==> config.mk <==
export PLATFORM = sky130hd
export DESIGN_NAME = sort_loader
export DESIGN_NICKNAME = d
export VERILOG_FILES = /design/src/rtl/sort_loader.sv
export SDC_FILE = /design/constraint.sdc
export NUM_CORES = 1
export LEC_CHECK = 0
export ABC_AREA = 1
export BUFFER_PORTS_ARGS = -buffer_cell sky130_fd_sc_hd__clkbuf_2
export CORE_MARGIN = 2
export CORE_UTILIZATION = 50
export DETAILED_ROUTE_END_ITERATION = 12
export PLACE_DENSITY = 0.82
export RECOVER_POWER = 100
export SETUP_SLACK_MARGIN = 0.2
export SLEW_MARGIN = 10
export SYNTH_ARGS = -nofsm -noshare
export SYNTH_HDL_FRONTEND = slang
export SYNTH_SLANG_ARGS = --single-unit
==> constraint.sdc <==
create_clock -name clk -period 4.06 [get_ports clk]
set_clock_uncertainty 0.2 [all_clocks]
set_input_delay 0.812 -clock clk [delete_from_list [all_inputs] [get_ports clk]]
set_output_delay 0.812 -clock clk [all_outputs]
set_load 0.05 [all_outputs]
==> src/rtl/sort_loader.sv <==
// Feeds the mesh sorter: packs a valid/ready stream into init_values, then pulses
// sort_rst, waits a fixed sort duration and reports done before taking the next batch.
module sort_loader #(
  parameter int unsigned     WIDTH       = 8,
  parameter int unsigned     ROW         = 4,
  parameter int unsigned     COL         = 4,
  parameter int unsigned     SORT_CYCLES = 64,
  parameter logic [WIDTH-1:0] PAD_VALUE  = {WIDTH{1'b1}}
) (
  input  logic                               clk,
  input  logic                               rst,
  input  logic [WIDTH-1:0]                   in_data,
  input  logic                               in_valid,
  input  logic                               in_last,
  output logic                               in_ready,
  output logic [WIDTH*ROW*COL-1:0]           init_values,
  output logic                               sort_rst,
  output logic                               busy,
  output logic                               done,
  output logic [$clog2(ROW*COL):0]           load_count
);

  localparam int unsigned N    = ROW * COL;
  localparam int unsigned IdxW = (N > 1) ? $clog2(N) : 1;
  localparam int unsigned CntW = (SORT_CYCLES > 1) ? $clog2(SORT_CYCLES) : 1;
  localparam int unsigned LcW  = $clog2(N) + 1;
  localparam logic [IdxW-1:0] LastIdx = IdxW'(N - 1);
  localparam logic [CntW-1:0] LastCnt = CntW'(SORT_CYCLES - 1);

  typedef enum logic [1:0] {StLoad, StKick, StRun, StDone} state_e;

  state_e               state_q, state_d;
  logic [IdxW-1:0]      idx_q, idx_d;
  logic [CntW-1:0]      cnt_q, cnt_d;
  logic [WIDTH*N-1:0]   values_q, values_d;
  logic [LcW-1:0]       load_count_q, load_count_d;
  logic                 sort_rst_q, sort_rst_d;
  logic                 done_q, done_d;

  always_ff @(posedge clk) begin
    if (rst) begin
      state_q      <= StLoad;
      idx_q        <= '0;
      cnt_q        <= '0;
      values_q     <= '0;
      load_count_q <= '0;
      sort_rst_q   <= 1'b1;
      done_q       <= 1'b0;
    end else begin
      state_q      <= state_d;
      idx_q        <= idx_d;
      cnt_q        <= cnt_d;
      values_q     <= values_d;
      load_count_q <= load_count_d;
      sort_rst_q   <= sort_rst_d;
      done_q       <= done_d;
    end
  end

  always_comb begin
    state_d      = state_q;
    idx_d        = idx_q;
    cnt_d        = cnt_q;
    values_d     = values_q;
    load_count_d = load_count_q;
    sort_rst_d   = sort_rst_q;
    done_d       = 1'b0;
    in_ready     = 1'b0;
    busy         = 1'b1;

    unique case (state_q)
      StLoad: begin
        in_ready = 1'b1;
        busy     = 1'b0;
        if (in_valid) begin
          // First element of a batch pre-pads the rest so short batches sort last.
          if (idx_q == '0) begin
            for (int unsigned k = 1; k < N; k++) begin
              values_d[k*WIDTH +: WIDTH] = PAD_VALUE;
            end
          end
          values_d[int'(idx_q)*WIDTH +: WIDTH] = in_data;
          load_count_d = LcW'(idx_q) + LcW'(1);
          if (idx_q == LastIdx || in_last) begin
            idx_d      = '0;
            state_d    = StKick;
            sort_rst_d = 1'b1;
          end else begin
            idx_d = idx_q + 1'b1;
          end
        end
      end
      StKick: begin
        state_d    = StRun;
        sort_rst_d = 1'b0;
      end
      StRun: begin
        if (cnt_q == LastCnt) begin
          cnt_d   = '0;
          state_d = StDone;
          done_d  = 1'b1;
        end else begin
          cnt_d = cnt_q + 1'b1;
        end
      end
      StDone: begin
        state_d = StLoad;
      end
      default: begin
        state_d = StLoad;
      end
    endcase
  end

  assign init_values = values_q;
  assign sort_rst    = sort_rst_q;
  assign done        = done_q;
  assign load_count  = load_count_q;

endmodule

**Yosys cells after proc, flatten, opt, wreduce, memory -nomap -nowiden**

Index checks and enable logic that the tools add are counted.

- Register bits: 147
- Bits of input ports: 12
- Logic and storage cells: 46

- Add/subtract/negate cells: 4
- Equality and inequality tests: 8
- Shifts and indexed selects: 2
- Mux-type cells: 16
- Bitwise gates (word level): 1
- Reduce and logical (&&, ||, !) cells: 8

Operators by type and width:

| cell | number |
|---|---|
| $mux W120 | 3 |
| $bwmux W128 | 1 |
| $shift A8 B34 Y128 const A | 1 |
| $shiftx A8 B34 Y128 | 1 |
| $neg A7 Y34 | 1 |
| $pmux W2 S4 | 1 |
| $add A6 B1 Y6 const B | 1 |
| $eq A6 B6 Y1 const B | 1 |
| $mux W2 | 3 |
| $mux W6 | 1 |
| $ne A2 B2 Y1 const B | 3 |
| $reduce_and A3 Y1 | 2 |
| $add A4 B1 Y5 const B | 1 |
| $mux W1 | 5 |
| $add A4 B1 Y4 const B | 1 |
| $eq A2 B2 Y1 const B | 2 |
| $eq A4 B4 Y1 const B | 1 |
| $logic_not A4 Y1 | 1 |
| $mux W4 | 1 |
| $eq A2 B1 Y1 const B | 1 |
| $logic_not A2 Y1 | 1 |
| $pmux W1 S2 | 1 |
| $reduce_and A2 Y1 | 1 |
| $reduce_bool A2 Y1 | 1 |
| other kinds (3) | 3 |

**Logic depth before layout (Yosys ltp)**

- Word-level depth: 5
- Mapped depth: 14

**Least setup slack after synthesis**

Ideal clock, no wire load.

- Path type: register to register
- Start: reg idx_q[0]
- End: reg values_q[64], in the netlist init_values[64]
- Arrival time: 2414 ps
- Required time: 3745 ps
- Path slack: 1332 ps
- Stages on the path, launching flop included: 11
- Cell sequence: dfxtp_1 inv_1 buf_2 buf_1 ha_1 buf_2 nor2_1 nand3_1 nor2_1 a21oi_1 o21a_1

- Cells in the longest elaborated chain, start to end: 5
- Elaborated cells on any way between the ends: 8
- Classes of those cells: add/sub: 1; shift: 2; mux: 4; reduce/logical: 1

RTL lines:

| element | RTL line | RTL |
|---|---|---|
| from (decl) | 33 | `logic [IdxW-1:0] idx_q, idx_d;` |
| from (signal assigned) | 51 | `idx_q <= idx_d;` |
| branches (longest 4 deep; another with $neg A7 Y34) | - |  |
| $bwmux W128 (*) | 82 | `values_d[int'(idx_q)*WIDTH +: WIDTH] = in_data;` |
| to (signal assigned) | 53 | `values_q <= values_d;` |
| to (decl) | 35 | `logic [WIDTH*N-1:0] values_q, values_d;` |

Every way passes the cells marked *. The select of a mux whose other input is x is not followed.
A chain may end at the register's enable or synchronous reset.

**Final worst setup path**

- Start: reg idx_q[1]
- End: reg values_q[43], in the netlist init_values[43]

Same word-level chain as after synthesis.

==> summary.txt <==
Outcome
  • Status: complete, but fails checks
  • Violated checks: max-capacitance violations, max-slew violations

Synthesis
  • Yosys reg bits: 147
  • Yosys cell types: 36
  • Synth top area share: 45.0%
  • Post-synthesis net count: 944
  • Synth area leaders: dfxtp_1, nand2_1, nor2_1
  • Post-synth EDFFs: 0
  • Main synth FF type: dfxtp_1
  • Ys Warns: 0
  • Synth async-reset ratio: 0%
  • Mapped Area: 6540 sq um
  • Seq/Total Area, Yosys: 45.0%
  • Synth Area per Inst: 7.08 sq um
  • Yosys top cell by area: dfxtp_1
  • Commonest cells in the synthesized netlist: nand2_1, nor2_1, dfxtp_1, inv_1, nand3_1
  • Synth Instances: approximately 920
  • Count leader, synth: nand2_1

Critical path
  • CP Cell Sequence: inv_1 > ha_1 > nand2_1 > nor2_4 > inv_2 > nand2_1 > nor2_1 > nor3_1
  • Critical path data required time: 4.07 ns
  • Crit-path max FO: 51
  • CP Class: reg -> reg
  • Crit. End Element: register
  • Arr. time, crit path: 3.38 ns
  • Crit path buffers/inverters: 2
  • Crit start category: register
  • CP dominant cell by count: nand2_1
  • CP max-delay cell: inv_2
  • CP max stage delay: ~0.73 ns
  • Delay-heaviest family, CP: simple AND/OR/NAND/NOR gates

Global routing
  • Total GRT Usage: 24.6%
  • Initial antenna violation count: 0
  • Number of global-route vias before repair: 5651
  • Largest net degree at the start of global routing: 52
  • Global route overflow: 0
  • First-pass GRT wire length: 27800 microns

Timing
  • Final hold violations: 0
  • Setup violations, final: 0
  • Max Fclk: 0.297 GHz
  • Max-slew headroom: -48.6%
  • TNS Setup: 0 ns
  • Fin crit share: between 80% and 90%
  • Final min period: approximately 3.4 ns
  • Setup ws final: between 0.6 and 0.7 ns
  • Final Max Tran Viols: 50
  • Worst Max-Slew Pin Slew: 2.23 ns
  • RSZ-0062 raised after global routing: false

Pwr
  • LEAKAGE: 3.51 nW
  • Worst vdd ir: 0.440 mV
  • Tot Pwr: 7.09 mW
  • P per Cell Area: 916 nW/um^2

Cells and area
  • NumNets Final: between 1000 and 1500
  • Final core utilization: roughly three fifths
  • Fillers: 1250
  • Area growth, synth to finish: 18.4%
  • Fin area: 7740 sq um
  • Layout cells sized above 1: 5.92%
  • Diode count: 0

Floorplanning
  • Die width: 118 microns
  • Core area: 12700 sq um
  • Placement Rows: 41
  • Die area: 14000 sq um
  • Die span in y: 118 microns
  • Initial Util: around 52%
  • Top Ports: 149

Clock network
  • CTS resizes: 0
  • Hold buffers post-CTS: 0
  • Clock transition at path regs: 0.06 ns
  • Clock Path Buffers: 2
  • H-Tree Depth: 4
  • Clk root buf: clkbuf_16
  • Clk_lat worst skew: ~0.42 ns
  • CTS buffer count: 17
  • CTS Sinks: 147
  • CTS tree: built
  • # Post-CTS Setup Buffers: 0

Drt
  • Final routed DRC violation total: 0
  • Routed vias: around 6400
  • DRT Pass-1 Iters: 5
  • Initial DRC count: 627
  • Drt total wl: 17500 microns
  • Per-cell routed wire length: about 14 microns
  • Final ANT Viol Nets: 0
  • Via density: 5.14

Hold path
  • Hold Crit Class: reg -> reg

Place
  • Placed cell areas: ~7300 sq um
  • DP HPWL: 12300 microns
  • GPL Wtd Cong: 0.895
  • IO Port Bufs: 148
  • Setup Slack @ Placement: 1.08 ns

Job
  • Max-Cap Viols: 1
==> metrics by stage <==
stage               hold WS [ns]  instances
floorplan                  0.268        923
global placement           0.250       1205
detailed placement         0.257       1205
CTS                        0.272       1237
global route               0.302       1237
finish                     0.268       1237
==> layout make-up <==
class,instances,area [sq um],share of cell area [%]
Timing Repair Buffer,156,624,8.06
Tap cell,172,215,2.78
Inverter,93,349,4.51
Clock inverter,9,129,1.66
Multi-Input combinational cell,637,3020,38.9
Sequential cell,147,2940,38.0
Clock buffer,23,468,6.04
==> cell usage in the layout (no fill, tap or decap), types with 2 or more instances in the layout <==
master,n
bufinv_16,3
nand3_2,2
clkinv_1,2
clkinvlp_4,2
clkbuf_8,2
nand4_1,19
and2_1,2
nand2_1,176
nor3_4,2
dfxtp_1,147
xor2_1,2
and2_0,4
o21ai_0,55
clkbuf_1,143
inv_2,3
a31oi_1,9
clkinv_2,3
ha_1,9
buf_4,7
nand3_1,67
nor2_4,2
nor2_1,164
o21a_1,5
clkbuf_2,10
inv_1,88
nand3b_1,6
clkbuf_16,17
nor3_1,49
a21oi_1,51
nand2_2,4
==> logic make-up (layout without fill, tap and decap cells) <==
logic type	Yosys count	in the layout	share of synthesized area, %
and+or+nand+nor	499	499	33.8
DFF	147	147	45.0
buffers and inverters	139	281	8.52
AOI/OAI and AO/OA	126	126	10.4
adders and majority gates	9	9	1.72
xor gates and xnor gates	3	3	0.517
==> state kept, by name, indices dropped and copies added (netlist names) <==
register and count:
load_count 5, init_values 128, state_q 2, done 1
idx_q 4, cnt_q 6, sort_rst 1
==> layer usage <==
layer / GRT usage, % / up-vias / part of all wire (%)
li1: - / 3242 / -
met1: 32.5 / 2800 / 45
met2: 39.3 / 274 / 46
met3: 5.21 / 38 / 6.9
met4: 9.79 / 0 / 2.5
met5: 0 / - / 0
==> worst reg2reg max path, cell delays in order (launching register included) <==
cell and delay (ns):
dfxtp_1 0.44, inv_1 0.12, ha_1 0.24, nand2_1 0.67, nor2_4 0.11, inv_2 0.73
nand2_1 0.39, nor2_1 0.21, nor3_1 0.07
==> power by group <==
part	leakage [nW]	switching [mW]	total, mW	internal (mW)
Clock	0.287	0.583	1.58	0.996
Sequential	1.22	0.278	2.17	1.90
Combinational	2.01	2.72	3.34	0.622
==> final timing paths <==
kind / startpoint / endpoint / slack [ns] / cells past startpoint
min reg2reg: init_values[83] / init_values[83] / 0.27 / 2
max reg2reg: idx_q[1] / init_values[43] / 0.69 / 8
max: idx_q[1] / init_values[43] / 0.69 / 8
min: init_values[83] / init_values[83] / 0.27 / 2
No activity file was read; power rests on OpenSTA's default activity.
